File: config.mk
export PLATFORM = sky130hd
export DESIGN_NAME = display_bcd_scan
export DESIGN_NICKNAME = d
export VERILOG_FILES = /design/src/rtl/display_pkg.sv /design/src/rtl/bin2bcd_seq.sv /design/src/rtl/display_bcd_scan.sv
export SDC_FILE = /design/constraint.sdc
export NUM_CORES = 1
export LEC_CHECK = 0
export BUFFER_PORTS_ARGS = -buffer_cell sky130_fd_sc_hd__clkbuf_2
export CAP_MARGIN = 15
export CORE_MARGIN = 2
export CORE_UTILIZATION = 50
export CTS_BUF_LIST = sky130_fd_sc_hd__clkbuf_4
export CTS_CLUSTER_SIZE = 20
export DETAILED_ROUTE_END_ITERATION = 12
export MAX_ROUTING_LAYER = met4
export PLACE_DENSITY = 0.69
export SYNTH_ARGS = -nofsm -noshare
export SYNTH_HDL_FRONTEND = slang
export SYNTH_HIERARCHICAL = 1
export SYNTH_SLANG_ARGS = --single-unit
File: constraint.sdc
create_clock -name fast_clk -period 3.3 [get_ports fast_clk]
set_clock_uncertainty 0.15 [all_clocks]
set_input_delay 0.495 -clock fast_clk [delete_from_list [all_inputs] [get_ports fast_clk]]
set_output_delay 0.495 -clock fast_clk [all_outputs]
set_load 0.05 [all_outputs]
File: src/rtl/display_pkg.sv
// Shared constants for the BCD display: segment codes (g..a, active-low),
// conversion FSM encoding and a 10^n helper for the saturation limits.
package display_pkg;

  typedef enum logic [1:0] {
    IDLE    = 2'd0,
    CONVERT = 2'd1,
    COMMIT  = 2'd2
  } state_e;

  localparam logic [6:0] SEG_0     = 7'b1000000;
  localparam logic [6:0] SEG_1     = 7'b1111001;
  localparam logic [6:0] SEG_2     = 7'b0100100;
  localparam logic [6:0] SEG_3     = 7'b0110000;
  localparam logic [6:0] SEG_4     = 7'b0011001;
  localparam logic [6:0] SEG_5     = 7'b0010010;
  localparam logic [6:0] SEG_6     = 7'b0000010;
  localparam logic [6:0] SEG_7     = 7'b1111000;
  localparam logic [6:0] SEG_8     = 7'b0000000;
  localparam logic [6:0] SEG_9     = 7'b0011000;
  localparam logic [6:0] SEG_MINUS = 7'b0111111;
  localparam logic [6:0] SEG_BLANK = 7'b1111111;

  function automatic logic [63:0] pow10(input int n);
    logic [63:0] r;
    r = 64'd1;
    for (int i = 0; i < n; i++) r = r * 64'd10;
    return r;
  endfunction

  function automatic logic [6:0] seg_decode(input logic [3:0] d);
    case (d)
      4'd0:    return SEG_0;
      4'd1:    return SEG_1;
      4'd2:    return SEG_2;
      4'd3:    return SEG_3;
      4'd4:    return SEG_4;
      4'd5:    return SEG_5;
      4'd6:    return SEG_6;
      4'd7:    return SEG_7;
      4'd8:    return SEG_8;
      4'd9:    return SEG_9;
      default: return SEG_BLANK;
    endcase
  endfunction

endpackage

File: src/rtl/bin2bcd_seq.sv
// Iterative double-dabble: start loads the binary word, then one add-3/shift
// step per cycle for DATA_W cycles; done pulses the cycle the BCD result is valid.
module bin2bcd_seq #(
  parameter int DATA_W   = 32,
  parameter int N_DIGITS = 4
) (
  input  logic                     fast_clk,
  input  logic                     rst,
  input  logic                     start_i,
  input  logic [DATA_W-1:0]        bin_i,
  output logic [N_DIGITS-1:0][3:0] bcd_o,
  output logic                     done_o
);

  localparam int CNT_W = $clog2(DATA_W + 1);

  logic [DATA_W-1:0]        bin_q, bin_d;
  logic [N_DIGITS-1:0][3:0] bcd_q, bcd_d, adj;
  logic [N_DIGITS*4:0]      shifted;
  logic [CNT_W-1:0]         cnt_q, cnt_d;
  logic                     done_q, done_d;

  // Input is pre-clamped below 10^N_DIGITS, so every prefix fits in N_DIGITS digits.
  always_comb begin
    for (int k = 0; k < N_DIGITS; k++)
      adj[k] = (bcd_q[k] >= 4'd5) ? bcd_q[k] + 4'd3 : bcd_q[k];
    shifted = {adj, bin_q[DATA_W-1]};
    bin_d   = bin_q;
    bcd_d   = bcd_q;
    cnt_d   = cnt_q;
    done_d  = 1'b0;
    if (start_i) begin
      bin_d = bin_i;
      bcd_d = '0;
      cnt_d = CNT_W'(DATA_W);
    end else if (cnt_q != '0) begin
      bcd_d  = shifted[N_DIGITS*4-1:0];
      bin_d  = {bin_q[DATA_W-2:0], 1'b0};
      cnt_d  = cnt_q - CNT_W'(1);
      done_d = (cnt_q == CNT_W'(1));
    end
  end

  always_ff @(posedge fast_clk or posedge rst) begin
    if (rst) begin
      bin_q  <= '0;
      bcd_q  <= '0;
      cnt_q  <= '0;
      done_q <= 1'b0;
    end else begin
      bin_q  <= bin_d;
      bcd_q  <= bcd_d;
      cnt_q  <= cnt_d;
      done_q <= done_d;
    end
  end

  assign bcd_o  = bcd_q;
  assign done_o = done_q;

endmodule

File: src/rtl/display_bcd_scan.sv
// Multiplexed 7-segment driver: load captures a value, converts it to BCD in the
// background, commits it atomically to the display buffer, which is scanned digit by digit.
module display_bcd_scan
  import display_pkg::*;
#(
  parameter int CLK_FREQ        = 50_000_000,
  parameter int REFRESH_RATE_HZ = 800,
  parameter int N_DIGITS        = 4,
  parameter int DATA_W          = 32,
  parameter bit SIGNED_MODE     = 1'b0,
  parameter bit BLANK_LEADING   = 1'b1
) (
  input  logic                fast_clk,
  input  logic                rst,
  input  logic                load,
  input  logic [DATA_W-1:0]   valor_in,
  output logic                busy,
  output logic                overflow,
  output logic [6:0]          seg_out,
  output logic [N_DIGITS-1:0] anode_sel
);

  localparam int COUNTER_MAX = CLK_FREQ / REFRESH_RATE_HZ;
  localparam int CNT_MAX_C   = (COUNTER_MAX < 1) ? 1 : COUNTER_MAX;
  localparam int CNT_W       = (CNT_MAX_C > 1) ? $clog2(CNT_MAX_C) : 1;
  localparam int SEL_W       = (N_DIGITS > 1) ? $clog2(N_DIGITS) : 1;
  localparam logic [63:0] LIM_POS = pow10(N_DIGITS) - 64'd1;
  localparam logic [63:0] LIM_NEG = pow10(N_DIGITS - 1) - 64'd1;

  state_e state_q, state_d;
  logic   start, commit, done;

  logic                     in_neg, in_sat;
  logic [DATA_W-1:0]        in_mag, clamp;
  logic [63:0]              lim;
  logic [N_DIGITS-1:0][3:0] bcd, buf_q;
  logic                     neg_pend_q, sat_pend_q, buf_neg_q, overflow_q;

  logic [CNT_W-1:0]    cnt_q, cnt_d;
  logic [SEL_W-1:0]    sel_q, sel_d, msd, place;
  logic [SEL_W:0]      minus_place;
  logic [6:0]          seg_q, seg_d;
  logic [N_DIGITS-1:0] an_q, an_d;

  // Sign/magnitude and clamp are resolved at load time so the converter sees a fitting value.
  always_comb begin
    in_neg = SIGNED_MODE && valor_in[DATA_W-1];
    in_mag = in_neg ? (~valor_in + DATA_W'(1)) : valor_in;
    lim    = in_neg ? LIM_NEG : LIM_POS;
    in_sat = 64'(in_mag) > lim;
    clamp  = in_sat ? DATA_W'(lim) : in_mag;
  end

  always_ff @(posedge fast_clk or posedge rst) begin
    if (rst) state_q <= IDLE;
    else     state_q <= state_d;
  end

  always_comb begin
    state_d = state_q;
    case (state_q)
      IDLE:    if (load) state_d = CONVERT;
      CONVERT: if (done) state_d = COMMIT;
      COMMIT:  state_d = IDLE;
      default: state_d = IDLE;
    endcase
  end

  always_comb begin
    busy   = (state_q != IDLE);
    start  = (state_q == IDLE) && load;
    commit = (state_q == COMMIT);
  end

  bin2bcd_seq #(
    .DATA_W   (DATA_W),
    .N_DIGITS (N_DIGITS)
  ) u_b2b (
    .fast_clk (fast_clk),
    .rst      (rst),
    .start_i  (start),
    .bin_i    (clamp),
    .bcd_o    (bcd),
    .done_o   (done)
  );

  always_comb begin
    cnt_d = cnt_q + CNT_W'(1);
    sel_d = sel_q;
    if (cnt_q == CNT_W'(CNT_MAX_C - 1)) begin
      cnt_d = '0;
      sel_d = (sel_q == SEL_W'(N_DIGITS - 1)) ? '0 : sel_q + SEL_W'(1);
    end
  end

  // Selector 0 is the leftmost digit, i.e. the highest BCD place.
  always_comb begin
    msd = '0;
    for (int k = 0; k < N_DIGITS; k++)
      if (buf_q[k] != 4'd0) msd = SEL_W'(k);
    place       = SEL_W'(N_DIGITS - 1) - sel_q;
    minus_place = BLANK_LEADING ? {1'b0, msd} + (SEL_W+1)'(1) : (SEL_W+1)'(N_DIGITS - 1);
    if (buf_neg_q && ({1'b0, place} == minus_place)) seg_d = SEG_MINUS;
    else if (BLANK_LEADING && (place > msd))         seg_d = SEG_BLANK;
    else                                             seg_d = seg_decode(buf_q[place]);
    an_d = ~(N_DIGITS'(1) << sel_q);
  end

  always_ff @(posedge fast_clk or posedge rst) begin
    if (rst) begin
      neg_pend_q <= 1'b0;
      sat_pend_q <= 1'b0;
      buf_q      <= '0;
      buf_neg_q  <= 1'b0;
      overflow_q <= 1'b0;
      cnt_q      <= '0;
      sel_q      <= '0;
      seg_q      <= SEG_BLANK;
      an_q       <= '1;
    end else begin
      if (start) begin
        neg_pend_q <= in_neg;
        sat_pend_q <= in_sat;
      end
      if (commit) begin
        buf_q      <= bcd;
        buf_neg_q  <= neg_pend_q;
        overflow_q <= sat_pend_q;
      end
      cnt_q <= cnt_d;
      sel_q <= sel_d;
      seg_q <= seg_d;
      an_q  <= an_d;
    end
  end

  assign overflow  = overflow_q;
  assign seg_out   = seg_q;
  assign anode_sel = an_q;

endmodule

==> impl_results.rst, run 1 <==
.. list-table::
   :header-rows: 1

   * - Metric
     - Value
   * - Initial antenna violation count
     - 0
   * - Pleak
     - 2.64 nW
   * - Core box area
     - around 0.011 mm^2
   * - Global-route wire length before repair
     - between 20000 and 25000 um
   * - Post-layout instance count excluding filler cells
     - about 760
   * - Most Crowded Layer GR
     - met2
   * - Count of cells along the worst register-to-register path
     - 7
   * - H-tree depth
     - 3
   * - All-layer global routing usage
     - approximately 22%
   * - Number of design-rule violations left by the first detailed-router iteration
     - ~270
   * - Detailed-route vias per instance
     - around 5.8
   * - Total cell area at the placement stage
     - 0.00592 mm^2
   * - Count of endpoints failing hold in the final timing report
     - 0
   * - Global route total overflow
     - 0
   * - Cells after synthesis
     - roughly 570
   * - Max-slew violation count
     - 0
   * - Source-to-sink clock delay at the later pin of the worst-skew pair
     - around 0.46 ns
   * - Number of fill cells in the layout
     - 945
   * - Warnings, synthesis
     - 6
   * - Hold worst-path end
     - state_q[0]$_DFFE_PP0P_
   * - Worst Tran Pin Value
     - between 1 and 1.5 ns
   * - Initial core utilization
     - 51.1%
   * - CP Data Required Time
     - 3.51 ns
   * - Power density over the cells
     - 832 mW/mm^2
   * - Post-detail-place hpwl
     - ~8000 um
   * - Antenna Nets Post-Route
     - 0
   * - Maximum clock rate
     - 405 MHz
   * - Clock sink count
     - about 100
   * - Met2 track demand over resource
     - between 30 and 40%
   * - Clock input transition at the sequential cells of the worst setup and hold paths
     - around 0.15 ns
   * - Number of maximum-capacitance violations
     - 0
   * - Hold wc startpoint
     - load
   * - Design Area, Final
     - roughly 0.0060 mm^2
   * - Remaining routing DRC violations
     - 0
   * - Met3 usage
     - between 4 and 5%
   * - Async SR Flop Fraction
     - 100%
   * - Worst Setup End Kind
     - register
   * - Final Setup Violations
     - 0
   * - Setup WS pre-CTS
     - approximately 0.9 ns
   * - Post-synthesis to final-layout area growth
     - 9.28%
   * - CTS Root Cell
     - clkbuf_4
   * - Layout Nets
     - 676
   * - Placement row count
     - 38
   * - Clock tree from TritonCTS
     - done
   * - Diodes inserted
     - 0
   * - Met1 routing resource usage after global routing
     - between 20% and 30%
   * - Worst R2R Start
     - buf_q[14]$_DFFE_PP0N_
   * - Worst-path maximum fanout
     - 5
   * - Worst hold path class
     - in -> reg
   * - Sum of routed wire length over all layers
     - approximately 12000 um
   * - WHS
     - 0.150 ns
   * - Fraction of the cycle the final worst path needs
     - about three quarters
   * - Post-synth design cell area
     - between 0.005 and 0.006 mm^2
   * - Combinational cell fraction of total power
     - approximately 47%
   * - Mean cell area of the mapped netlist
     - 9.72 um^2
   * - Sequential power share
     - a little over two fifths
   * - Largest net degree at the start of global routing
     - 50
   * - Data arrival time at the worst-slack endpoint
     - around 2.7 ns
   * - Die extent in y
     - approximately 110 um
   * - Cell Count Post-Placement
     - around 750
   * - Total vias in the final route
     - around 4.4k
   * - Drt pass-1 iters
     - 4
   * - Critical path class
     - reg -> reg
   * - Count of unique library cells instantiated by Yosys
     - between 50 and 60
   * - Global placer's final weighted congestion
     - 0.859
   * - Sequential cell area fraction in the yosys report
     - between 40% and 50%
   * - Switching part of the total
     - between 40 and 50%
   * - Switching component of the power
     - around 0.0022 W
   * - Top_reg_cell synth
     - dfrtp_1
   * - Reg2Reg Capture Point
     - seg_out[3]$_DFF_PP1_
   * - Vias in the first global route
     - between 4k and 5k
   * - Internal reg-to-reg setup slack
     - a little over 0.8 ns
   * - TNS Setup
     - 0 ns
   * - Largest vdd supply drop
     - about 0.00057 V
   * - Relative max-transition margin
     - 32.9%
   * - Result of the run
     - completed
   * - Flip-flop and latch count after synthesis
     - approximately 100
   * - Fraction of final layout cells with drive strength greater than 1
     - a little under a fifth
   * - Worst path setup slack after routing
     - just over 0.8 ns
   * - Clock share of power
     - a little over a tenth
   * - Period minus WS final
     - roughly 2.5 ns
   * - Clock buffer count from CTS
     - 9
   * - Unrepaired setup endpoints after global routing
     - false
   * - Routed length per placed instance
     - around 15 um
   * - Hold depth
     - 3
   * - IO Pins
     - 48
   * - Overall die area
     - 0.0119 mm^2
   * - Clock tree buffer depth
     - 2
   * - Crit. Startpoint
     - buf_q[14]$_DFFE_PP0N_
   * - Die width
     - 109 um
   * - Startpoint types
     - register
   * - Number of setup buffers added after CTS
     - 0
   * - Count of port buffers added during placement
     - 47
   * - Total internal power
     - 0.00285 W
   * - Number of flops mapped to enable cells by yosys
     - 0
power by group through the flow:
stage / Sequential (W) / Clock (W) / Combinational, W
final: 0.00211 / 0.000547 / 0.00235
after detailed placement: 0.00214 / 0 / 0.00232
after global routing: 0.00218 / 0.000626 / 0.00266
after global placement: 0.00212 / 0 / 0.00222
after CTS: 0.00211 / 0.000573 / 0.00234
after floorplan: 0.00210 / 0 / 0.00181
how the worst max path moves through the flow:
stage / to / slack (ns) / cells after the start
finish: seg_out[3]$_DFF_PP1_ / 0.83 / 7
global route: seg_out[3]$_DFF_PP1_ / 0.62 / 7
CTS: seg_out[3]$_DFF_PP1_ / 0.83 / 7
detailed placement: seg_out[0]$_DFF_PP1_ / 0.88 / 7
global placement: seg_out[2]$_DFF_PP1_ / 0.98 / 7
floorplan: u_b2b/bcd_o[13]$_DFFE_PP0P_ / 1.09 / 8
cell usage in the layout, fill, tap and decap left out, drive strengths merged, types with 10 or more instances in the layout:
cell / synthesis / routed
dfrtp: 93 / 93
o21ai: 58 / 58
clkbuf: 24 / 57
nor2: 45 / 45
nand2: 43 / 43
nand3: 36 / 36
inv: 27 / 27
a31oi: 25 / 25
ha: 23 / 23
conb: 1 / 18
mux2: 17 / 17
a21oi: 14 / 14
nand2b: 14 / 14
dfstp: 11 / 11
a211oi: 10 / 10
nor2b: 10 / 10
cells by family after synthesis:
group | after synthesis | share of synthesized area [%]
other | 1 | 0.0680
AND/OR/NAND/NOR | 206 | 19.7
buffers and inverters | 61 | 4.56
flip-flops | 104 | 47.4
multiplexers | 22 | 5.29
XOR/XNOR | 12 | 1.91
AO/OA/AOI/OAI | 138 | 15.8
adder cells (fa/ha/maj) | 23 | 5.22
registers in the layout (all words and copies together), names as in the netlist, 2 cells and up:
register	count
cnt_q	16
u_b2b/bin_q	32
buf_q	16
seg_out	7
state_q	2
u_b2b/cnt_q	6
u_b2b/bcd_o	16
anode_sel	4
sel_q	2
per-layer routing:
metal	wire length (um)	vias to the layer above
met5	0	-
met4	163	0
met3	440	16
met2	6000	98
met1	5130	2192
li1	-	2117
synthesized netlist by cell type, drive strengths merged, types with 2 or more instances:
master / instances / area, um^2
buf: 10 / 60.1
mux2: 17 / 191
nor2b: 10 / 62.6
o32ai: 9 / 78.8
or2: 2 / 12.5
a21oi: 14 / 70.1
xnor2: 8 / 70.1
mux4: 4 / 90.1
a211oi: 10 / 75.1
nor2: 45 / 171
nand3: 36 / 185
nand4: 4 / 25.0
inv: 27 / 101
a311oi: 3 / 26.3
nor4: 8 / 65.1
nand2: 43 / 161
or4: 4 / 30.0
o211ai: 2 / 15.0
and2: 9 / 56.3
dfrtp: 93 / 2330
and4: 3 / 26.3
clkbuf: 24 / 90.1
dfstp: 11 / 289
a221o: 5 / 50.1
nor3: 9 / 45.0
ha: 23 / 288
xor2: 4 / 35.0
or3: 8 / 65.1
o31ai: 2 / 15.0
and3: 3 / 18.8
a32oi: 3 / 26.3
o21ai: 58 / 294
nor3b: 4 / 35.0
a31oi: 25 / 156
or4bb: 2 / 22.5
o211a: 2 / 20.0
nand2b: 14 / 87.6
o41ai: 2 / 17.5
layout make-up:
class,count,area (um^2),share of cell area [%]
flip-flops and latches,104,2620,43.4
well taps,140,175,2.91
repair buffers,57,313,5.19
clock inverters,5,25.0,0.415
multi-input cells,419,2720,45.1
clock buffers,10,75.1,1.25
inverters,27,101,1.68
worst max-delay path: stages (launching register included):
cell     delay, ns
dfrtp_1       0.41
or4_1         0.55
nor2_1        0.12
ha_1          0.24
nor2b_1       0.13
o21ai_0       0.42
and2_1        0.26
a32oi_1       0.08
metrics by stage:
step | util [%] | total power, W
floorplan | - | 0.00391
global placement | 54.8 | 0.00434
detailed placement | 54.8 | 0.00447
CTS | 55.8 | 0.00503
global route | 55.8 | 0.00547
finish | 55.8 | 0.00501
repair_timing:
action | 4_1_cts | 5_1_grt
endpoints found under the setup margin | 0 | 0
gates resized for setup | 0 | 0
endpoints found under the hold margin | 16 | 0
hold buffers | 1 | 0
No activity file was read; power rests on OpenSTA's default activity.
==> run 2, diff against run 1 <==
- clock period: 3.3 -> 2.4 ns (I/O delays scaled with it)
==> impl_results.rst, run 2 (synthesized netlist as in run 1, its figures left out) <==
.. list-table::
   :header-rows: 1

   * - Metric
     - Value
   * - Result of the run
     - completed
   * - Detailed-route vias per instance
     - 5.67 (-2.4%)
   * - Clock tree from TritonCTS
     - done
   * - Design Power
     - 0.00718 W (+43%)
   * - Most frequent standard cell in the layout excluding fill and tap cells
     - dfrtp_1
   * - IO Pins
     - 48 (unchanged)
   * - Most Crowded Layer GR
     - met2
   * - Register bank with the most flops
     - u_b2b/bin_q
   * - Global placer's final weighted congestion
     - 0.839 (-2.3%)
   * - Source-to-sink clock delay at the later pin of the worst-skew pair
     - 0.45 ns (about the same)
   * - Worst hold path class
     - in -> reg
   * - Maximum clock rate
     - 458 MHz (+13%)
   * - Max-slew violation count
     - 0 (unchanged)
   * - Clock tree buffer depth
     - 2 (unchanged)
   * - TNS Setup
     - 0 ns (unchanged)
   * - Worst Setup End Kind
     - register
   * - Count of port buffers added during placement
     - 47 (unchanged)
   * - Sequential power share
     - 40.4% (-1.8 points)
   * - Placement row count
     - 38 (unchanged)
   * - Post-detail-place hpwl
     - 7990 um (+2.0%)
   * - Number of maximum-capacitance violations
     - 0 (unchanged)
   * - Clock share of power
     - 12.2% (+1.3 points)
   * - Clock sink count
     - 104 (unchanged)
   * - Final Setup Violations
     - 0 (unchanged)
   * - Largest register FFs
     - 32 (unchanged)
   * - Largest vdd supply drop
     - 0.000748 V (+31%)
   * - Die width
     - 109 um (unchanged)
   * - Core box area
     - 0.0108 mm^2 (unchanged)
   * - Power density over the cells
     - 1170 mW/mm^2 (+41%)
   * - Antenna Nets Post-Route
     - 0 (unchanged)
   * - Post-synthesis to final-layout area growth
     - 11.4%
   * - Sum of routed wire length over all layers
     - 11700 um (-0.37%)
   * - Number of design-rule violations left by the first detailed-router iteration
     - 206 (-22%)
   * - Number of fill cells in the layout
     - 955 (+1.1%)
   * - Global route total overflow
     - 0 (unchanged)
   * - Routed length per placed instance
     - 15.2 um (-1.2%)
   * - Layout Nets
     - 682 (+0.89%)
   * - Met2 track demand over resource
     - 37.9% (-1.4 points)
   * - Largest net degree at the start of global routing
     - 38 (-24%)
   * - Global-route wire length before repair
     - 20400 um (+1.3%)
   * - H-tree depth
     - 3 (unchanged)
   * - Overall die area
     - 0.0119 mm^2 (unchanged)
   * - Worst Tran Pin Value
     - 0.582 ns (-0.423 ns)
   * - Pleak
     - 2.70 nW (+2.3%)
   * - Most used cells in the layout excluding fill and tap cells
     - 93 x dfrtp_1, 55 x o21ai_0, 47 x clkbuf_2
   * - Diodes inserted
     - 0 (unchanged)
   * - Vias in the first global route
     - 4374 (-0.32%)
   * - Fraction of the core area covered by cells at the end of the flow
     - 56.9% (+1.1 points)
   * - Startpoint types
     - register
   * - Worst path setup slack after routing
     - 0.217 ns (-0.613 ns)
   * - Fraction of final layout cells with drive strength greater than 1
     - 19.9% (+1.1 points)
   * - Drt pass-1 iters
     - 4 (unchanged)
   * - Critical path class
     - reg -> reg
   * - Switching component of the power
     - 0.00301 W (+39%)
   * - Total area of sequential cells
     - 0.00262 mm^2 (unchanged)
   * - Setup WS pre-CTS
     - 0.105 ns (-0.771 ns)
   * - All-layer global routing usage
     - 22.1% (+0.044 points)
   * - Unrepaired setup endpoints after global routing
     - false
   * - Number of setup buffers added after CTS
     - 0 (unchanged)
   * - Remaining routing DRC violations
     - 0 (unchanged)
   * - Relative max-transition margin
     - 61.1% (+28 points)
   * - Total area of multi-input combinational cells
     - 0.00272 mm^2 (+0.14%)
   * - Combinational cell fraction of total power
     - 47.4% (+0.5 points)
   * - CTS Root Cell
     - clkbuf_4
   * - Worst-path maximum fanout
     - 4 (-1)
   * - Fraction of the cycle the final worst path needs
     - 90.9% (+16 points)
   * - CP Data Required Time
     - 2.61 ns (-0.90 ns)
   * - Initial antenna violation count
     - 0 (unchanged)
   * - Total vias in the final route
     - 4351 (-1.6%)
   * - Total internal power
     - 0.00417 W (+46%)
   * - Clock buffer count from CTS
     - 9 (unchanged)
   * - Die extent in y
     - 109 um (unchanged)
   * - Period minus WS final
     - 2.18 ns (-0.287 ns)
   * - Met1 routing resource usage after global routing
     - 26.5% (+1.5 points)
   * - Data arrival time at the worst-slack endpoint
     - 2.39 ns (-0.29 ns)
   * - Switching part of the total
     - 41.9% (-1.3 points)
   * - Met3 usage
     - 3.83% (-0.30 points)
   * - Initial core utilization
     - 51.1% (unchanged)
   * - Clock input transition at the sequential cells of the worst setup and hold paths
     - 0.14 ns (about the same)
   * - Count of endpoints failing hold in the final timing report
     - 0 (unchanged)
-- run 2: area by class of cell --
type                    instances  share of cell area, %
repair buffers                 63                   6.44
clock buffers                  11                   1.34
inverters                      27                   1.65
multi-input cells             419                   44.4
well taps                     140                   2.85
flip-flops and latches        104                   42.6
clock inverters                 4                  0.754
-- run 2: layer usage --
layer  wire [um]  share of wire [%]
met1        5200                 44
met2        5950                 51
met3         375                3.2
met4         164                1.4
met5           0                  0
-- run 2: what timing repair did --
item / in CTS / in global routing
endpoints found under the hold margin: 43 / 0
gates resized for setup: 0 / 2
hold buffers: 1 / 0
setup endpoints to repair: 0 / 7
-- run 2: metrics by stage --
step	instance area (um^2)	std cells	hold WS (ns)
2_1_floorplan	5580	584	0.287
3_3_place_gp	6000	752	0.271
3_5_place_dp	6000	752	0.277
4_1_cts	6140	768	0.00909
5_1_grt	6140	768	0.0636
6_report	6140	768	0.0418
-- run 2: final timing paths --
| kind | endpoint | slack [ns] | cells past startpoint | startpoint |
|---|---|---|---|---|
| max in group asynchronous | anode_sel[2]$_DFF_PP1_ | 1.14 | 4 | rst |
| worst min-delay path | state_q[0]$_DFFE_PP0P_ | 0.04 | 3 | load |
| worst max-delay path | seg_out[5]$_DFF_PP1_ | 0.22 | 7 | buf_q[14]$_DFFE_PP0N_ |
| min in group asynchronous | cnt_q[4]$_DFF_PP0_ | 0.34 | 3 | rst |
| worst max register to register | seg_out[5]$_DFF_PP1_ | 0.22 | 7 | buf_q[14]$_DFFE_PP0N_ |
| worst min register to register | state_q[1]$_DFFE_PP0P_ | 0.34 | 1 | state_q[1]$_DFFE_PP0P_ |
-- run 2: power by group through the flow --
stage,clock network [W],registers (W),logic (W)
floorplan,0,0.00289,0.00249
finish,0.000877,0.00290,0.00340
CTS,0.000911,0.00291,0.00335
detailed placement,0,0.00295,0.00334
global route,0.000975,0.00300,0.00382
global placement,0,0.00291,0.00318
-- run 2: critical path, stage by stage (launching register included) --
cell and delay, ns:
dfrtp_1 0.42, or4_1 0.55, nor2_1 0.13, ha_1 0.25
nor2b_1 0.15, o21ai_2 0.15, and2_1 0.20, o21ai_0 0.11
==> run 3, diff against run 2 <==
==> constraint.sdc (replaced) <==
create_clock -name fast_clk -period 2.4 [get_ports fast_clk]
set_clock_uncertainty 0.15 [all_clocks]
set_input_delay 0.48 -clock fast_clk [delete_from_list [all_inputs] [get_ports fast_clk]]
set_output_delay 0.48 -clock fast_clk [all_outputs]
set_load 0.05 [all_outputs]
==> impl_results.rst, run 3 (synthesized netlist as in run 1, its figures left out) <==
.. list-table::
   :header-rows: 1

   * - Metric
     - Value
   * - Antenna Nets Post-Route
     - 0 (unchanged)
   * - Number of setup buffers added after CTS
     - 0 (unchanged)
   * - Total vias in the final route
     - 4343 (-0.18%)
   * - Period minus WS final
     - 2.21 ns (+0.0261 ns)
   * - Most used cells in the layout excluding fill and tap cells
     - 93 x dfrtp_1, 55 x o21ai_0, 47 x clkbuf_2
   * - Clock tree buffer depth
     - 2 (unchanged)
   * - Fraction of the cycle the final worst path needs
     - 92.0% (+1.1 points)
   * - Post-detail-place hpwl
     - 7840 um (-1.9%)
   * - Unrepaired setup endpoints after global routing
     - false
   * - Sum of routed wire length over all layers
     - 11700 um (about the same)
   * - Startpoint types
     - register
   * - Detailed-route vias per instance
     - 5.64 (-0.44%)
   * - Routed length per placed instance
     - 15.2 um (-0.34%)
   * - Max-slew violation count
     - 0 (unchanged)
   * - Count of port buffers added during placement
     - 47 (unchanged)
   * - IO Pins
     - 48 (unchanged)
   * - Clock buffer count from CTS
     - 9 (unchanged)
   * - Die extent in y
     - 109 um (unchanged)
   * - Die width
     - 109 um (unchanged)
   * - Clock share of power
     - 13.4% (+1.2 points)
   * - Design Power
     - 0.00722 W (+0.60%)
   * - Result of the run
     - completed
   * - Total internal power
     - 0.00423 W (+1.3%)
   * - Data arrival time at the worst-slack endpoint
     - 2.42 ns (+0.03 ns)
   * - Register bank with the most flops
     - u_b2b/bin_q
   * - Overall die area
     - 0.0119 mm^2 (unchanged)
   * - CTS Root Cell
     - clkbuf_4
   * - Global placer's final weighted congestion
     - 0.855 (+1.9%)
   * - Design Area, Final
     - 0.00615 mm^2 (+0.10%)
   * - Number of maximum-capacitance violations
     - 0 (unchanged)
   * - Number of fill cells in the layout
     - 953 (-0.21%)
   * - Clock tree from TritonCTS
     - done
   * - Initial antenna violation count
     - 1 (+1)
   * - Relative max-transition margin
     - 59.3% (-1.8 points)
   * - H-tree depth
     - 3 (unchanged)
   * - Pleak
     - 2.70 nW (about the same)
   * - Worst-path maximum fanout
     - 4 (unchanged)
   * - Total cell area at the placement stage
     - 0.00599 mm^2 (-0.17%)
   * - Post-synthesis to final-layout area growth
     - 11.5%
   * - Worst hold path class
     - in -> reg
   * - Most frequent standard cell in the layout excluding fill and tap cells
     - dfrtp_1
   * - Largest vdd supply drop
     - 0.000666 V (-11%)
   * - Largest net degree at the start of global routing
     - 56 (+47%)
   * - Source-to-sink clock delay at the later pin of the worst-skew pair
     - 0.45 ns (about the same)
   * - Critical path class
     - reg -> reg
   * - Sequential power share
     - 40.3% (about the same)
   * - Initial core utilization
     - 51.1% (unchanged)
   * - Power density over the cells
     - 1170 mW/mm^2 (+0.50%)
   * - Maximum clock rate
     - 453 MHz (-1.2%)
   * - Clock input transition at the sequential cells of the worst setup and hold paths
     - 0.15 ns (about the same)
   * - Number of design-rule violations left by the first detailed-router iteration
     - 218 (+5.8%)
   * - Fraction of final layout cells with drive strength greater than 1
     - 19.9% (-0.032 points)
   * - Worst Setup End Kind
     - register
   * - Remaining routing DRC violations
     - 0 (unchanged)
   * - CP Data Required Time
     - 2.62 ns (about the same)
   * - Final Setup Violations
     - 0 (unchanged)
   * - Global route total overflow
     - 0 (unchanged)
   * - Switching part of the total
     - 41.5% (-0.42 points)
   * - Clock sink count
     - 104 (unchanged)
   * - Worst Tran Pin Value
     - 0.611 ns (+0.0285 ns)
   * - TNS Setup
     - 0 ns (unchanged)
   * - Core box area
     - 0.0108 mm^2 (unchanged)
   * - Internal reg-to-reg setup slack
     - 0.19 ns (-0.03 ns)
   * - Placement row count
     - 38 (unchanged)
   * - Switching component of the power
     - 0.00300 W (-0.40%)
   * - All-layer global routing usage
     - 22.4% (+0.29 points)
   * - Count of endpoints failing hold in the final timing report
     - 0 (unchanged)
   * - Largest register FFs
     - 32 (unchanged)
   * - Drt pass-1 iters
     - 4 (unchanged)
   * - Fraction of the core area covered by cells at the end of the flow
     - 57.0% (+0.058 points)
   * - Combinational cell fraction of total power
     - 46.3% (-1.1 points)
   * - Global-route wire length before repair
     - 20400 um (+0.24%)
   * - Layout Nets
     - 684 (+0.29%)
   * - Vias in the first global route
     - 4356 (-0.41%)
run 3: cell types whose count changed in the layout (fill, tap and decap cells not counted):
cell	delta
diode_2	+1
bufinv_16	+1
clkinv_2	-1
buf_12	-2
o21ai_1	+1
buf_4	+4
clkbuf_4	-1
o21ai_2	-1
run 3: worst max-delay path, cell delays in order, from the launching register on:
cell,delay (ns)
dfrtp_1,0.42
or4_1,0.56
nor2_1,0.12
ha_1,0.24
nor2b_1,0.13
o21ai_1,0.19
and2_1,0.21
o21ai_0,0.11
run 3: area by class of cell:
class / count / area [um^2] / share of cell area (%)
antenna: 1 / 2.50 / 0.0407
sequential: 104 / 2620 / 42.6
multi-input combinational: 419 / 2720 / 44.2
timing repair buffer: 65 / 385 / 6.27
inverter: 27 / 101 / 1.65
tap: 140 / 175 / 2.85
clock inverter: 4 / 71.3 / 1.16
clock buffer: 10 / 75.1 / 1.22
run 3: routing by layer:
metal  global-route usage (%)  part of all wire, %
met1                     27.5                   44
met2                     37.6                   51
met3                     4.18                  4.2
met4                     6.59                 0.68
met5                        -                    0
run 3: repair_timing:
action | CTS | global route
gates resized for setup | 0 | 1
endpoints found under the hold margin | 55 | 0
hold buffers | 1 | 0
endpoints found under the setup margin | 0 | 7
run 3: power by group through the flow:
stage | Clock, W | Sequential (W) | Combinational [W]
after detailed placement | 0 | 0.00295 | 0.00333
after global routing | 0.00108 | 0.00299 | 0.00380
final | 0.000965 | 0.00291 | 0.00334
after floorplan | 0 | 0.00289 | 0.00249
after global placement | 0 | 0.00291 | 0.00316
after CTS | 0.00101 | 0.00291 | 0.00335
run 3: final timing paths:
path                                   startpoint                           to  depth (start not counted)
setup / recovery             buf_q[8]$_DFFE_PP0N_         seg_out[0]$_DFF_PP1_                          7
hold / removal                               load       state_q[0]$_DFFE_PP0P_                          3
setup reg to reg             buf_q[8]$_DFFE_PP0N_         seg_out[0]$_DFF_PP1_                          7
hold reg to reg            state_q[1]$_DFFE_PP0P_       state_q[1]$_DFFE_PP0P_                          1
max in group asynchronous                     rst         buf_q[6]$_DFFE_PP0N_                          4
min in group asynchronous                     rst  u_b2b/bcd_o[12]$_DFFE_PP0P_                          4
run 3: stage by stage:
stage	worst slack, ns	std cells	hold WS (ns)
floorplan	0.189	584	0.287
global route	0.0371	770	0.130
detailed placement	0.106	754	0.313
global placement	0.219	754	0.303
CTS	0.0585	769	0.108
finish	0.191	770	0.144
